<file path="src/rtl/mux_pkg.sv">
// Shared types, constants and elaboration-time helpers for the pipelined mux tree.
package mux_pkg;

    localparam int SB_SEL_W       = 32;
    localparam int MUX_RESET_DATA = 0;

    // Sideband carried alongside each tree level's data.
    typedef struct packed {
        logic                valid;
        logic [SB_SEL_W-1:0] sel;
        logic                err;
    } stage_sb_t;

    function automatic int mux_clog2(input int n);
        int r;
        r = 0;
        while ((1 << r) < n) r++;
        return r;
    endfunction

    function automatic int mux_clog_radix(input int n, input int radix);
        int     l;
        longint p;
        l = 0;
        p = 1;
        while (p < longint'(n)) begin
            p = p * longint'(radix);
            l++;
        end
        return l;
    endfunction

    function automatic int mux_pow(input int b, input int e);
        int r;
        r = 1;
        for (int i = 0; i < e; i++) r = r * b;
        return r;
    endfunction

endpackage

</file>
<file path="src/rtl/mux_tree_stage.sv">
// One tree level: GROUPS independent RADIX:1 selects, registered with an adv enable.
module mux_tree_stage
    import mux_pkg::*;
#(
    parameter int DATA_W = 8,
    parameter int RADIX  = 8,
    parameter int GROUPS = 1,
    parameter int LEVEL  = 0
) (
    input  logic                          clk,
    input  logic                          rst,
    input  logic                          adv,
    input  logic [GROUPS*RADIX*DATA_W-1:0] in_data,
    input  stage_sb_t                     in_sb,
    output logic [GROUPS*DATA_W-1:0]       out_data,
    output stage_sb_t                     out_sb
);

    localparam int DIG_W = mux_clog2(RADIX);

    logic [DIG_W-1:0]         digit;
    logic [GROUPS*DATA_W-1:0] sel_data;

    assign digit = in_sb.sel[LEVEL*DIG_W +: DIG_W];

    // Bubbles and out-of-range requests propagate zero data.
    always_comb begin
        // NOTE: default assigned first so no path leaves sel_data unassigned (no latch).
        sel_data = '0;
        if (in_sb.valid && !in_sb.err) begin
            for (int g = 0; g < GROUPS; g++)
                sel_data[g*DATA_W +: DATA_W] = in_data[(g*RADIX + int'(digit))*DATA_W +: DATA_W];
        end
    end

    // NOTE: sequential state uses non-blocking assignments; data is reset too so outputs are defined.
    always_ff @(posedge clk or posedge rst) begin
        if (rst) begin
            out_data <= (GROUPS*DATA_W)'(MUX_RESET_DATA);
            out_sb   <= '0;
        end else if (adv) begin
            out_data <= sel_data;
            out_sb   <= in_sb;
        end
    end

endmodule

</file>
<file path="src/rtl/mux_tree_pipe.sv">
// Pipelined N:1 radix-R selector tree with valid/ready flow control.
// Optional MUX_SCAN_EN adds a scan_en port and an auto-incrementing select counter.
module mux_tree_pipe
    import mux_pkg::*;
#(
    parameter int DATA_W = 8,
    parameter int NUM_IN = 64,
    parameter int RADIX  = 8,
    parameter int SEL_W  = mux_clog2(NUM_IN),
    parameter int LEVELS = mux_clog_radix(NUM_IN, RADIX)
) (
    input  logic                     clk,
    input  logic                     rst,
`ifdef MUX_SCAN_EN
    input  logic                     scan_en,
`endif
    input  logic [NUM_IN*DATA_W-1:0] in_data,
    input  logic [SEL_W-1:0]         in_sel,
    input  logic                     in_valid,
    output logic                     in_ready,
    output logic [DATA_W-1:0]        out_data,
    output logic [SEL_W-1:0]         out_sel,
    output logic                     out_err,
    output logic                     out_valid,
    input  logic                     out_ready
);

    localparam int PAD_IN = mux_pow(RADIX, LEVELS);
    localparam int PAD_W  = PAD_IN * DATA_W;

    logic             adv;
    logic [SEL_W-1:0] sel_eff;
    logic             sel_err;

    logic [PAD_W-1:0] lvl_data [0:LEVELS];
    stage_sb_t        lvl_sb   [0:LEVELS];

    // Whole pipe moves in lockstep: no bubble collapsing.
    assign adv      = !out_valid || out_ready;
    assign in_ready = adv;

`ifdef MUX_SCAN_EN
    logic [SEL_W-1:0] scan_cnt;

    always_ff @(posedge clk or posedge rst) begin
        if (rst)
            scan_cnt <= '0;
        else if (scan_en && in_valid && adv)
            scan_cnt <= (scan_cnt == SEL_W'(NUM_IN - 1)) ? '0 : scan_cnt + 1'b1;
    end

    assign sel_eff = scan_en ? scan_cnt : in_sel;
`else
    assign sel_eff = in_sel;
`endif

    assign sel_err = {1'b0, sel_eff} >= (SEL_W+1)'(NUM_IN);

    // Stage 0 only loads when adv is high, so in_valid there equals an accept.
    assign lvl_sb[0]   = '{valid: in_valid, sel: SB_SEL_W'(sel_eff), err: sel_err};
    assign lvl_data[0] = PAD_W'(in_data);

    for (genvar l = 0; l < LEVELS; l++) begin : g_lvl
        localparam int GROUPS = mux_pow(RADIX, LEVELS - 1 - l);
        localparam int IN_W   = GROUPS * RADIX * DATA_W;
        localparam int OUT_W  = GROUPS * DATA_W;

        mux_tree_stage #(
            .DATA_W (DATA_W),
            .RADIX  (RADIX),
            .GROUPS (GROUPS),
            .LEVEL  (l)
        ) u_stage (
            .clk      (clk),
            .rst      (rst),
            .adv      (adv),
            .in_data  (lvl_data[l][IN_W-1:0]),
            .in_sb    (lvl_sb[l]),
            .out_data (lvl_data[l+1][OUT_W-1:0]),
            .out_sb   (lvl_sb[l+1])
        );

        assign lvl_data[l+1][PAD_W-1:OUT_W] = '0;
    end

    assign out_data  = lvl_data[LEVELS][DATA_W-1:0];
    assign out_sel   = lvl_sb[LEVELS].sel[SEL_W-1:0];
    assign out_err   = lvl_sb[LEVELS].err;
    assign out_valid = lvl_sb[LEVELS].valid;

endmodule

</file>
<file path="config.mk">
export PLATFORM = sky130hd
export DESIGN_NAME = mux_tree_pipe
export DESIGN_NICKNAME = d
export VERILOG_FILES = /design/src/rtl/mux_pkg.sv /design/src/rtl/mux_tree_stage.sv /design/src/rtl/mux_tree_pipe.sv
export SDC_FILE = /design/constraint.sdc
export NUM_CORES = 1
export LEC_CHECK = 0
export CORE_AREA = 2 2 207 209
export CTS_CLUSTER_SIZE = 24
export DETAILED_ROUTE_END_ITERATION = 12
export DIE_AREA = 0 0 209 211
export GPL_ROUTABILITY_DRIVEN = 0
export PLACE_DENSITY = 0.53
export SLEW_MARGIN = 15
export SYNTH_ARGS = -nofsm -noshare
export SYNTH_HDL_FRONTEND = slang
export SYNTH_HIERARCHICAL = 1
export SYNTH_SLANG_ARGS = --single-unit
</file>
<file path="constraint.sdc">
create_clock -name clk -period 3.9 [get_ports clk]
set_input_delay 0.78 -clock clk [delete_from_list [all_inputs] [get_ports clk]]
set_output_delay 0.78 -clock clk [all_outputs]
set_load 0.01 [all_outputs]
</file>
## Word-level counts from Yosys, hierarchy flattened

Index checks and enable logic that the tools add are counted.

- Add/sub/neg operators: 7
- Shift-type cells: 9
- Reductions and logical operators: 2
- Multiplexer cells: 2

Operators with widths:

| cell | count |
|---|---|
| $shiftx A512 B32 Y8 | 7 |
| $shiftx A512 B7 Y8 | 1 |
| $mux W64 | 1 |
| $shiftx A64 B7 Y8 | 1 |
| $add A6 B3 Y7 const A | 4 |
| $add A5 B3 Y6 const A | 2 |
| $mux W8 | 1 |
| $add A4 B3 Y5 const A | 1 |
| $logic_not A1 Y1 | 1 |
| $logic_or A1 B1 Y1 | 1 |

- Register bits: 86
- Bits of input ports: 522
- Output and inout bits: 17
- Word-level logic and storage cells: 26

## Logic depth before layout (Yosys ltp)

- Depth in word-level cells: 3
- Depth in mapped cells: 6
- Mapped depth without buffers: 3

## Cells and area by module

Netlist, hierarchy kept.

By module, submodules not included:

| module | area an instance (um2) | sequential area each (um2) | instances | cells each |
|---|---|---|---|---|
| mux_tree_stage at g_lvl[0].u_stage | 7,651.1 | 2,452.4 | 1 | 654 |
| mux_tree_stage at g_lvl[1].u_stage | 2,099.5 | 1,051.0 | 1 | 147 |
| mux_tree_pipe | 10.0 | 0.0 | 1 | 2 |

## Least setup slack after synthesis

Ideal clock, no wire load.

- Kind: in2reg
- From: input out_ready
- To: register g_lvl[0].u_stage.out_data[0]
- Slack: 1,856 ps
- Cell stages on the path: 6
- Required time: 3,760 ps
- Arrival: 1,903 ps
- Cell sequence: nand2b_1 buf_2 nand3b_1 buf_1 clkbuf_1 o32ai_1

- Longest elaborated chain between the ends: 1

RTL lines:

| item | RTL line | RTL |
|---|---|---|
| from (decl) | mux_tree_pipe.sv:25 | `input logic out_ready` |
| $logic_or A1 B1 Y1 | mux_tree_pipe.sv:39 | `assign adv = !out_valid \|\| out_ready;` |
| to (signal assigned) | mux_tree_stage.sv:39 | `out_data <= (GROUPS*DATA_W)'(MUX_RESET_DATA);` |
| to (signal assigned) | mux_tree_stage.sv:42 | `out_data <= sel_data;` |
| to (decl) | mux_tree_stage.sv:15 | `output logic [GROUPS*DATA_W-1:0] out_data,` |

Every way passes these cells.
A chain may end at the register's enable or synchronous reset.

## Worst setup path in the final report

- From: input out_ready
- To: output in_ready

- Longest elaborated chain between the ends: 1

RTL lines:

| item | RTL line | RTL |
|---|---|---|
| $logic_or A1 B1 Y1 | mux_tree_pipe.sv:39 |  |
| to (decl) | mux_tree_pipe.sv:20 | `output logic in_ready,` |

Every way passes these cells.

==> metrics.txt <==
Worst-path clk slew=around 0.07 ns; global-route usage over all layers=16.7%; largest net degree at the start of global routing=between 70 and 80; worst path bufs/invs=2; layout cells sized above 1=about 22%; Setup Crit Path Kind=input port to output pin; Tcrit/Tclk final=between 70% and 80%; most common cell after layout, fill and taps aside=clkdlybuf4s50_1; most frequent cells in the layout=clkdlybuf4s50_1, mux2_2, dfrtp_1; Final Hold Fails=0; crit path max fanout=27; Worst EP arrival=2.20 ns; crit-path max cell delay=0.62 ns; CP Cell Sequence=clkdlybuf4s50_1 -> nand2b_4 -> clkdlybuf4s50_1; CORE AREA=around 42000 um^2; CTS max path bufs=2; status=completed; CP Depth=3; FF/Latch Area=roughly 2200 um^2; Cells after DPL=about 1.7k; drt drc=0; WL final=approximately 38000 um; crit path launch type=input port; Synthesis Warnings=6; relative max-transition margin=roughly a third; die width=209 um; Synth Area per Inst=11.3 um^2; worst min-delay path class=register to register; Nets=roughly 1.7k; Slew @ Worst Pin=about 1.0 ns; crit-path leading delay family=buffers and inverters; Worst Hold Depth=2; Clock Sinks=88; RSZ-0062 raised after global routing=false; number of clock buffers inserted by TritonCTS=9; CP max-delay cell=clkdlybuf4s50_1; FF-to-FF path depth=4; Worst setup EP type=output pin; clk root buf=clkbuf_16; TritonCTS clock tree=yes; Final ANT Viol Nets=0; Slew Limit Fails=0; I/O pins=539; Post-Route Setup TNS=0 ns; clock skew=between 0.01 and 0.015 ns; Min Hold Slack=between 0.4 and 0.5 ns; die extent in y=between 200 and 250 um; cts hold-fix bufs=0; drt initial violations=296; CTS resizes=0; synth-to-layout area growth=76.9%; fmax=about 340 MHz; fill cell count=between 4k and 5k; CP required=approximately 3.1 ns; antenna cells=0; via count=roughly 8k; Via density=roughly 4.6; vias in the first global route=around 8.8k; Setup Buffers After CTS=0; multi-input logic area=roughly 5000 um^2; Syn Std Cell Area=7860 um^2; Final setup viols=0; initial core utilization=about a fifth; met1 track demand over resource=a little under a fifth; fin crit period=slightly below 3 ns; GRT met3 Usage=around 4.1%; detailed placement HPWL=30800 um; first-pass GRT wire length=approximately 55000 um; die area=around 44000 um^2; total grt overflow=0; max-cap check violation count=0; later-pin clock latency in the skew report=approximately 0.35 ns; Pwr Total=between 3000 and 4000 uW; met2 Track Usage GR=about a third; initial antenna violation count=1; PortBufs=538; post-route insts no fill=between 1.5k and 2k; Pleak=0.00513 uW; pwr dens=approximately 260 nW/um^2; Most Frequent Cell on Critical Path=clkdlybuf4s50_1; maximum vdd drop=~0.19 mV; htree depth=3; Synth Instances=between 600 and 700; wire length per cell=21.9 um; row count=75; Pre-antenna DRT Iters=4; gr busiest metal=met2
path summary, 6_finish.rpt:
path | from | end | slack, ns
setup reg to reg | g_lvl[1].u_stage/out_sb[33] | g_lvl[1].u_stage/out_data[7] | 1.84
hold / removal | g_lvl[0].u_stage/out_data[33] | g_lvl[0].u_stage/out_data[33] | 0.49
setup / recovery | out_ready | in_ready | 0.92
min in group asynchronous | rst | g_lvl[1].u_stage/out_sb[2] | 0.95
max in group asynchronous | rst | g_lvl[0].u_stage/out_sb[4] | 2.16
hold reg to reg | g_lvl[0].u_stage/out_data[33] | g_lvl[0].u_stage/out_data[33] | 0.49
worst min-delay path: stages (launching register included):
cell and delay (ns):
dfrtp_1 0.35, nand2b_1 0.06, o41ai_1 0.05
flip-flops by register name, indices dropped and copies added, names as in the netlist:
| name | count |
|---|---|
| g_lvl.u_stage/out_sb | 16 |
| g_lvl.u_stage/out_data | 72 |
cell type report:
| type | instances | area share (%) |
|---|---|---|
| sequential | 88 | 15.8 |
| multi-input combinational | 461 | 35.2 |
| tap | 539 | 4.85 |
| timing repair buffer | 555 | 39.8 |
| inverter | 72 | 1.96 |
| clock buffer | 9 | 1.62 |
| clock inverter | 7 | 0.729 |
per-layer routing:
metal	share of wire [%]	routed length [um]	vias up
met3	6.9	2610	24
li1	-	-	3695
met1	38	14400	3820
met4	1.5	570	2
met2	54	20400	355
met5	0.034	13	-
metrics by stage:
| step | util, % | setup slack (ns) | instance area [um^2] |
|---|---|---|---|
| after global routing | 33.3 | 0.857 | 13900 |
| after global placement | 32.5 | 0.898 | 13600 |
| final | 33.3 | 0.916 | 13900 |
| after CTS | 33.3 | 0.873 | 13900 |
| after floorplan | - | 1.30 | 7860 |
| after detailed placement | 32.5 | 0.898 | 13600 |
power by group:
part / total [uW] / internal (uW) / switching, uW
clock: 988 / 569 / 420
combinational: 1430 / 915 / 517
sequential: 1140 / 1020 / 118
total: 3560 / 2510 / 1050
Power figures use the tool's default switching activity.
